===== config.mk =====
export PLATFORM = sky130hd
export DESIGN_NAME = dcache_controller
export DESIGN_NICKNAME = d
export VERILOG_FILES = /design/src/rtl/dcache_pkg.sv /design/src/rtl/dcache_word_counter.sv /design/src/rtl/dcache_controller.sv
export SDC_FILE = /design/constraint.sdc
export NUM_CORES = 1
export LEC_CHECK = 0
export ABC_AREA = 0
export ABC_CLOCK_PERIOD_IN_PS = 2300
export BUFFER_PORTS_ARGS = -buffer_cell sky130_fd_sc_hd__buf_4
export CAP_MARGIN = 25
export CORE_AREA = 2 2 39 41
export CTS_BUF_LIST = sky130_fd_sc_hd__clkbuf_8
export DETAILED_ROUTE_END_ITERATION = 8
export DIE_AREA = 0 0 41 43
export PLACE_DENSITY_LB_ADDON = 0.1
export SLEW_MARGIN = 20
export SYNTH_ARGS = -nofsm -noshare
export SYNTH_HDL_FRONTEND = slang
export SYNTH_SLANG_ARGS = --single-unit

===== constraint.sdc =====
create_clock -name clk -period 2.3 [get_ports clk]
set_clock_uncertainty 0.05 [all_clocks]
set_input_delay 0.46 -clock clk [delete_from_list [all_inputs] [get_ports clk]]
set_output_delay 0.46 -clock clk [all_outputs]
set_load 0.1 [all_outputs]

===== src/rtl/dcache_pkg.sv =====
// Shared types for the direct-mapped data cache: memory operations, controller states,
// default geometry, and a saturating increment used by the optional performance counters.
package dcache_pkg;

  localparam int DEFAULT_LINE_SIZE = 32;
  localparam int DEFAULT_XLEN      = 32;

  typedef enum logic {
    LOAD  = 1'b0,
    STORE = 1'b1
  } memory_operation_e;

  typedef enum logic [1:0] {
    SIZE_BYTE = 2'd0,
    SIZE_HALF = 2'd1,
    SIZE_WORD = 2'd2
  } memory_operation_size_e;

  typedef enum logic [1:0] {
    DC_IDLE      = 2'd0,
    DC_CHECK     = 2'd1,
    DC_WRITEBACK = 2'd2,
    DC_ALLOCATE  = 2'd3
  } dcache_state_e;

  function automatic logic [31:0] sat_inc(input logic [31:0] value);
    return (value == '1) ? value : value + 32'd1;
  endfunction

endpackage


===== src/rtl/dcache_word_counter.sv =====
// Word index within a cache line, shared by writeback and fill; wraps to 0 after the last word.
module dcache_word_counter #(
  parameter  int WORDS = 8,
  localparam int WIDTH = $clog2(WORDS)
) (
  input  logic             clk,
  input  logic             reset,
  input  logic             inc,
  input  logic             clear,
  output logic [WIDTH-1:0] count,
  output logic             last
);

  assign last = (count == WIDTH'(WORDS - 1));

  always_ff @(posedge clk) begin
    // NOTE: registers use non-blocking assignments so every flop samples pre-edge values.
    if (reset || clear) begin
      count <= '0;
    end else if (inc) begin
      count <= last ? '0 : count + 1'b1;
    end
  end

endmodule


===== src/rtl/dcache_controller.sv =====
// Control FSM for the direct-mapped data cache: hit check, word-by-word writeback and line fill.
// Optional build macro DCACHE_PERF_COUNTERS_EN adds saturating hit/miss/writeback counters.
module dcache_controller
  import dcache_pkg::*;
#(
  parameter  int LINE_SIZE      = DEFAULT_LINE_SIZE,
  parameter  int XLEN           = DEFAULT_XLEN,
  localparam int WORDS_PER_LINE = LINE_SIZE / (XLEN / 8),
  localparam int WORD_SEL_SIZE  = $clog2(WORDS_PER_LINE)
) (
  input  logic                     clk,
  input  logic                     reset,
  input  logic                     req_valid,
  input  memory_operation_e        req_type,
  output logic                     req_fulfilled,
  input  logic                     hit,
  input  logic                     clean_miss,
  input  logic                     dirty_miss,
  output logic                     flush_mode,
  output logic                     load_mode,
  output logic                     clear_selected_dirty_bit,
  output logic                     finish_new_line_install,
  output logic [WORD_SEL_SIZE-1:0] counter,
  output logic                     l2_req_valid,
  output memory_operation_e        l2_req_op,
  input  logic                     l2_ack
`ifdef DCACHE_PERF_COUNTERS_EN
  ,
  output logic [31:0]              hit_count,
  output logic [31:0]              miss_count,
  output logic [31:0]              writeback_count
`endif
);

  localparam logic [1:0] S_IDLE      = DC_IDLE;
  localparam logic [1:0] S_CHECK     = DC_CHECK;
  localparam logic [1:0] S_WRITEBACK = DC_WRITEBACK;
  localparam logic [1:0] S_ALLOCATE  = DC_ALLOCATE;

  logic [1:0] state, next_state;
  logic       last_word;
  logic       ack_last;
  logic       check_hit;
  logic       req_dropped;

  // req_type only feeds statistics outside this block.
  logic unused_req_type;
  assign unused_req_type = ^req_type;

  dcache_word_counter #(.WORDS(WORDS_PER_LINE)) u_word_counter (
    .clk   (clk),
    .reset (reset),
    .inc   (l2_req_valid && l2_ack),
    .clear (state == S_IDLE),
    .count (counter),
    .last  (last_word)
  );

  assign ack_last  = l2_ack && last_word;
  assign check_hit = (state == S_CHECK) && req_valid && hit;

  always_comb begin
    // NOTE: defaulting next_state first keeps this block free of inferred latches.
    next_state = state;
    case (state)
      S_IDLE: begin
        if (req_valid) next_state = S_CHECK;
      end
      S_CHECK: begin
        if (!req_valid || hit) next_state = S_IDLE;
        else if (dirty_miss)   next_state = S_WRITEBACK;
        else if (clean_miss)   next_state = S_ALLOCATE;
      end
      S_WRITEBACK: begin
        if (ack_last) next_state = S_ALLOCATE;
      end
      S_ALLOCATE: begin
        // An abandoned request still gets its line installed, but is never re-checked.
        if (ack_last) next_state = (req_dropped || !req_valid) ? S_IDLE : S_CHECK;
      end
      default: next_state = S_IDLE;
    endcase
  end

  always_ff @(posedge clk) begin
    if (reset) begin
      state         <= S_IDLE;
      req_fulfilled <= 1'b0;
      req_dropped   <= 1'b0;
    end else begin
      state         <= next_state;
      req_fulfilled <= check_hit;
      if (l2_req_valid && !req_valid) req_dropped <= 1'b1;
      else if (!l2_req_valid)         req_dropped <= 1'b0;
    end
  end

  assign flush_mode               = (state == S_WRITEBACK);
  assign l2_req_valid             = (state == S_WRITEBACK) || (state == S_ALLOCATE);
  assign l2_req_op                = (state == S_WRITEBACK) ? STORE : LOAD;
  assign load_mode                = (state == S_ALLOCATE) && l2_ack;
  assign clear_selected_dirty_bit = (state == S_WRITEBACK) && ack_last;
  assign finish_new_line_install  = (state == S_ALLOCATE) && ack_last;

`ifdef DCACHE_PERF_COUNTERS_EN
  logic recheck;
  logic check_miss;

  assign check_miss = (state == S_CHECK) && req_valid && !hit && (clean_miss || dirty_miss);

  always_ff @(posedge clk) begin
    if (reset) begin
      recheck         <= 1'b0;
      hit_count       <= '0;
      miss_count      <= '0;
      writeback_count <= '0;
    end else begin
      // The hit that completes a filled request belongs to the miss, not to the hit tally.
      if (state == S_ALLOCATE && next_state == S_CHECK) recheck <= 1'b1;
      else if (state == S_CHECK)                        recheck <= 1'b0;
      if (check_hit && !recheck) hit_count <= sat_inc(hit_count);
      if (check_miss)            miss_count <= sat_inc(miss_count);
      if (state == S_CHECK && next_state == S_WRITEBACK)
        writeback_count <= sat_inc(writeback_count);
    end
  end
`endif

endmodule

Yosys cells after proc, flatten, opt, wreduce, memory -nomap -nowiden:

Index checks and enable logic that the tools add are counted.

* add/subtract/negate cells: 1
* equality and inequality tests: 9
* mux-type cells: 12
* reductions and logical operators: 15

Operator list (number)
* two-way mux 2 bit: 6
* logical AND 1 bit: 8
* one-hot mux 2 bit (4 select lines): 1
* equality test 2 bit (second input constant): 2
* logical OR 1 bit: 4
* two-way mux 1 bit: 4
* != test 2 x 1 -> 1 bit (second input constant): 2
* != test 2 bit (second input constant): 2
* != test 4 x 3 -> 1 bit (second input constant): 1
* AND reduction 4 bit: 1
* adder 3 x 1 -> 3 bit (second input constant): 1
* equality test 3 bit (second input constant): 1
* two-way mux 3 bit: 1
* equality test 2 x 1 -> 1 bit (second input constant): 1
* logical NOT 2 bit: 1
* logical NOT 1 bit: 1

* register bits: 7
* bits of input ports: 8
* output and inout bits: 10

Longest topological paths before layout:

* depth in word-level cells: 5
* depth in mapped cells: 5

Hierarchy:

Synthesis repeated with hierarchy kept, for this count alone.

* cell total of the unflattened synthesis: 45
* area total of the unflattened synthesis: 410.4 um^2

Modules (own cells, without submodules)
* dcache_controller: instances 1, cells an instance 32, area each 261.5 um^2, sequential area each 80.1 um^2
* dcache_word_counter: instances 1, cells an instance 13, area each 148.9 um^2, sequential area each 60.1 um^2

Worst setup path after synthesis:

Ideal clock, no wire load.

* path kind: register -> output
* from: register u_word_counter.count[1]
* to: output clear_selected_dirty_bit
* data arrival time: 3.552 ns
* path slack: -1.762 ns
* stages on the path, launching flop included: 5
* buffers on the path: 0
* path through: dfxtp_1 ha_1 ha_1 nand2_1 nor3_1

* longest elaborated chain between the ends: 3

RTL lines
* start: declaration: line dcache_word_counter.sv:10 `output logic [WIDTH-1:0] count,`
* start signal: assignment: line dcache_word_counter.sv:21 `count <= last ? '0 : count + 1'b1;`
* equality test 3 bit: line dcache_word_counter.sv:14 `assign last = (count == WIDTH'(WORDS - 1));`
* logical AND 1 bit: line dcache_controller.sv:59 `assign ack_last = l2_ack && last_word;`
* logical AND 1 bit: line dcache_controller.sv:102 `assign clear_selected_dirty_bit = (state == S_WRITEBACK) && ack_last;`
* end: declaration: line dcache_controller.sv:21 `output logic clear_selected_dirty_bit,`

Every way passes these cells.

Worst setup path in the final report:

* from: register u_word_counter.count[0]
* to: output clear_selected_dirty_bit

Same word-level chain as after synthesis.

==> flow_metrics.tcl <==
set metrics [dict create \
    status "finished, final reports clean" \
    register_area_um2 151 \
    path_cells "ha_4, ha_1, nand2_2, nor3_4, buf_4" \
    peakVddDrop_uv 232 \
    critPathKind "register to output pin" \
    dp_cells 74 \
    place_hpwl_um 658 \
    critical_path.top_delay_family "flip-flops" \
    syn-instance-count 44 \
    swShare_pct 26.0 \
    post_route_cells_drive_above_1_share_pct 50.0 \
    async_flop_share_pct 0 \
    cp-start-kind "register" \
    slew_headroom_pct 77.4 \
    first_pass_iters 3 \
    p_comb_share_pct 14.2 \
    grt_max_degree 8 \
    multi_input_area_um2 244 \
    die_area_mm2 0.00176 \
    leakage_nw 0.253 \
    syn_nets 54 \
    synth_edf_count 0 \
    overflow 0 \
    tightest_slew_ps 339 \
    globalRouteTotalUtil_pct 12.1 \
    p_per_area_mw_per_mm2 572 \
    clk_path_buf_depth 2 \
    place_congestion 0.614 \
    clkLatencyLatePin_ps 220 \
    total_power_w 0.000343 \
    portBuffers 16 \
    crit_fanout 4 \
    fillCellCount 144 \
    cts_tree "yes" \
    ys.warnings.count 0 \
    avgViaCountPerCell 4.77 \
    fin_cells 78 \
    nNetsFinal 73 \
    drv_cap 0 \
    drt_wl_total_um 832 \
    fin_setup_tns_ps 0 \
    cp.required_ps 1790 \
    post-route-period-util_pct 87.4 \
    clk_pin_slew_worst_paths_ps 40 \
    grt_setup_unrepaired "no" \
    final_max_slew_viol_count 0 \
    cts-root-buf "clkbuf_8" \
    post-cts-setup-buffers 0 \
    start_util_pct 26.9 \
    ant_nets 0 \
    cts_resized 0 \
    cts.sinks 7 \
    critPathMaxStageDelay_ps 360 \
    cpMaxStageDelayCell "dfxtp_4" \
    seqPwrFrac_pct 37.1 \
    antenna_found_initial 0 \
    die_h_um 43 \
    hold_path.class "input pin to register" \
    yosysSeqAreaShare_pct 37.6 \
    std_cell_rows 14 \
    synth_area_um2 373 \
    avgRoutedWirePerCell_um 10.7 \
    grt_pass1_vias 324 \
    io_pins 18 \
    vias 372 \
    p_sw_w 0.0000893 \
    setup_viol_count_final 0 \
    area_growth_pct 60.7 \
    final_core_util_pct 43.3 \
    worstPathArrival_ps 1500 \
    drc 0 \
    min_period_ps 2010 \
    htreeDepth 1 \
    syn_avg_cell_area_um2 8.47 \
    p_int_w 0.000254 \
    fp.dieW_um 41 \
    path_buf_inv 1 \
    yosys_most_used_dff "dfxtp_1" \
    n_antenna_cell 0 \
    clock.fmax_mhz 497 \
    cp-end-kind "output pin" \
    core_area_mm2 0.00138 \
    ctsHoldBuffers 0 \
    drtIter0Drc 13 \
    hold_viol_final 0 \
    power_frac_clock_pct 48.6 \
    cts_made_buffers 3 \
    synth_seq_cells 7 \
    yosysUniqueCellTypes 25 \
    grt_pass1_wl_um 1340 \
]
[per-stage QoR]
| stage | worst slack [ps] | hold slack, ps | instance area (um2) |
|---|---|---|---|
| 5_1_grt | 210 | 393 | 599 |
| 4_1_cts | 262 | 387 | 599 |
| 3_5_place_dp | 507 | 407 | 554 |
| 3_3_place_gp | 498 | 398 | 554 |
| 2_1_floorplan | -19.4 | 378 | 429 |
| 6_report | 289 | 388 | 599 |
[path summary, 6_finish.rpt]
kind / startpoint / end / slack, ps / cells after the start
max: u_word_counter.count[0] / clear_selected_dirty_bit / 290 / 5
min: req_valid / req_dropped / 390 / 2
max reg2reg: u_word_counter.count[1] / state[0] / 950 / 5
min reg2reg: req_dropped / req_dropped / 410 / 2
[logic make-up (layout without fill, tap and decap cells)]
group | Yosys count | in the layout | share of synthesized area, %
buffers and inverters | 6 | 24 | 9.06
adder cells (fa/ha/maj) | 2 | 2 | 6.71
AND/OR/NAND/NOR | 18 | 18 | 28.5
AO/OA/AOI/OAI | 11 | 11 | 18.1
flip-flops | 7 | 7 | 37.6
[layout make-up]
cell class | instances | area share, %
clock buffers | 3 | 6.89
well taps | 16 | 3.34
clock inverters | 1 | 0.626
flip-flops and latches | 7 | 25.3
inverters | 3 | 1.88
multi-input cells | 31 | 40.7
repair buffers | 17 | 21.3
[cells in the final DEF (no fill, tap or decap)]
cell,instances
buf_4,17
a211oi_1,1
and3_2,1
nor3_2,1
o21ai_0,1
ha_1,1
or3_1,1
a311oi_1,1
dfxtp_4,3
nand2_2,1
inv_2,1
nand3b_1,2
o31ai_1,1
nor2_1,2
a21oi_1,4
nand3_1,2
nor3b_1,1
ha_4,1
dfxtp_1,4
nand2b_1,1
nor3_4,2
a221oi_1,1
nor2b_1,3
clkbuf_8,3
o21ai_1,2
nor2_4,1
inv_1,3
[synth_stat cells, drive strengths merged, types with 2 or more instances]
library cell	instances	area (um2)
nor2b	3	18.8
inv	3	11.3
nand3b	2	15.0
nand3	2	10.0
dfxtp	7	140
ha	2	25.0
nor2	3	11.3
nor3	3	20.0
a21oi	4	20.0
o21ai	3	15.0
buf	2	18.8
[power groups by stage]
stage	Clock [W]	Combinational (W)	Sequential [W]
CTS	0.000173	0.0000492	0.000127
floorplan	0	0.0000267	0.000134
finish	0.000167	0.0000488	0.000127
global placement	0	0.0000493	0.000130
detailed placement	0	0.0000491	0.000130
global route	0.000181	0.0000522	0.000128
[layer usage]
| layer | track usage (%) | wire, um | up-vias |
|---|---|---|---|
| met1 | 14.6 | 394 | 162 |
| met4 | 10.0 | 11 | 0 |
| li1 | - | - | 196 |
| met2 | 15.9 | 370 | 12 |
| met3 | 4.71 | 56 | 2 |
| met5 | 0 | 0 | - |
Power figures use the tool's default switching activity.
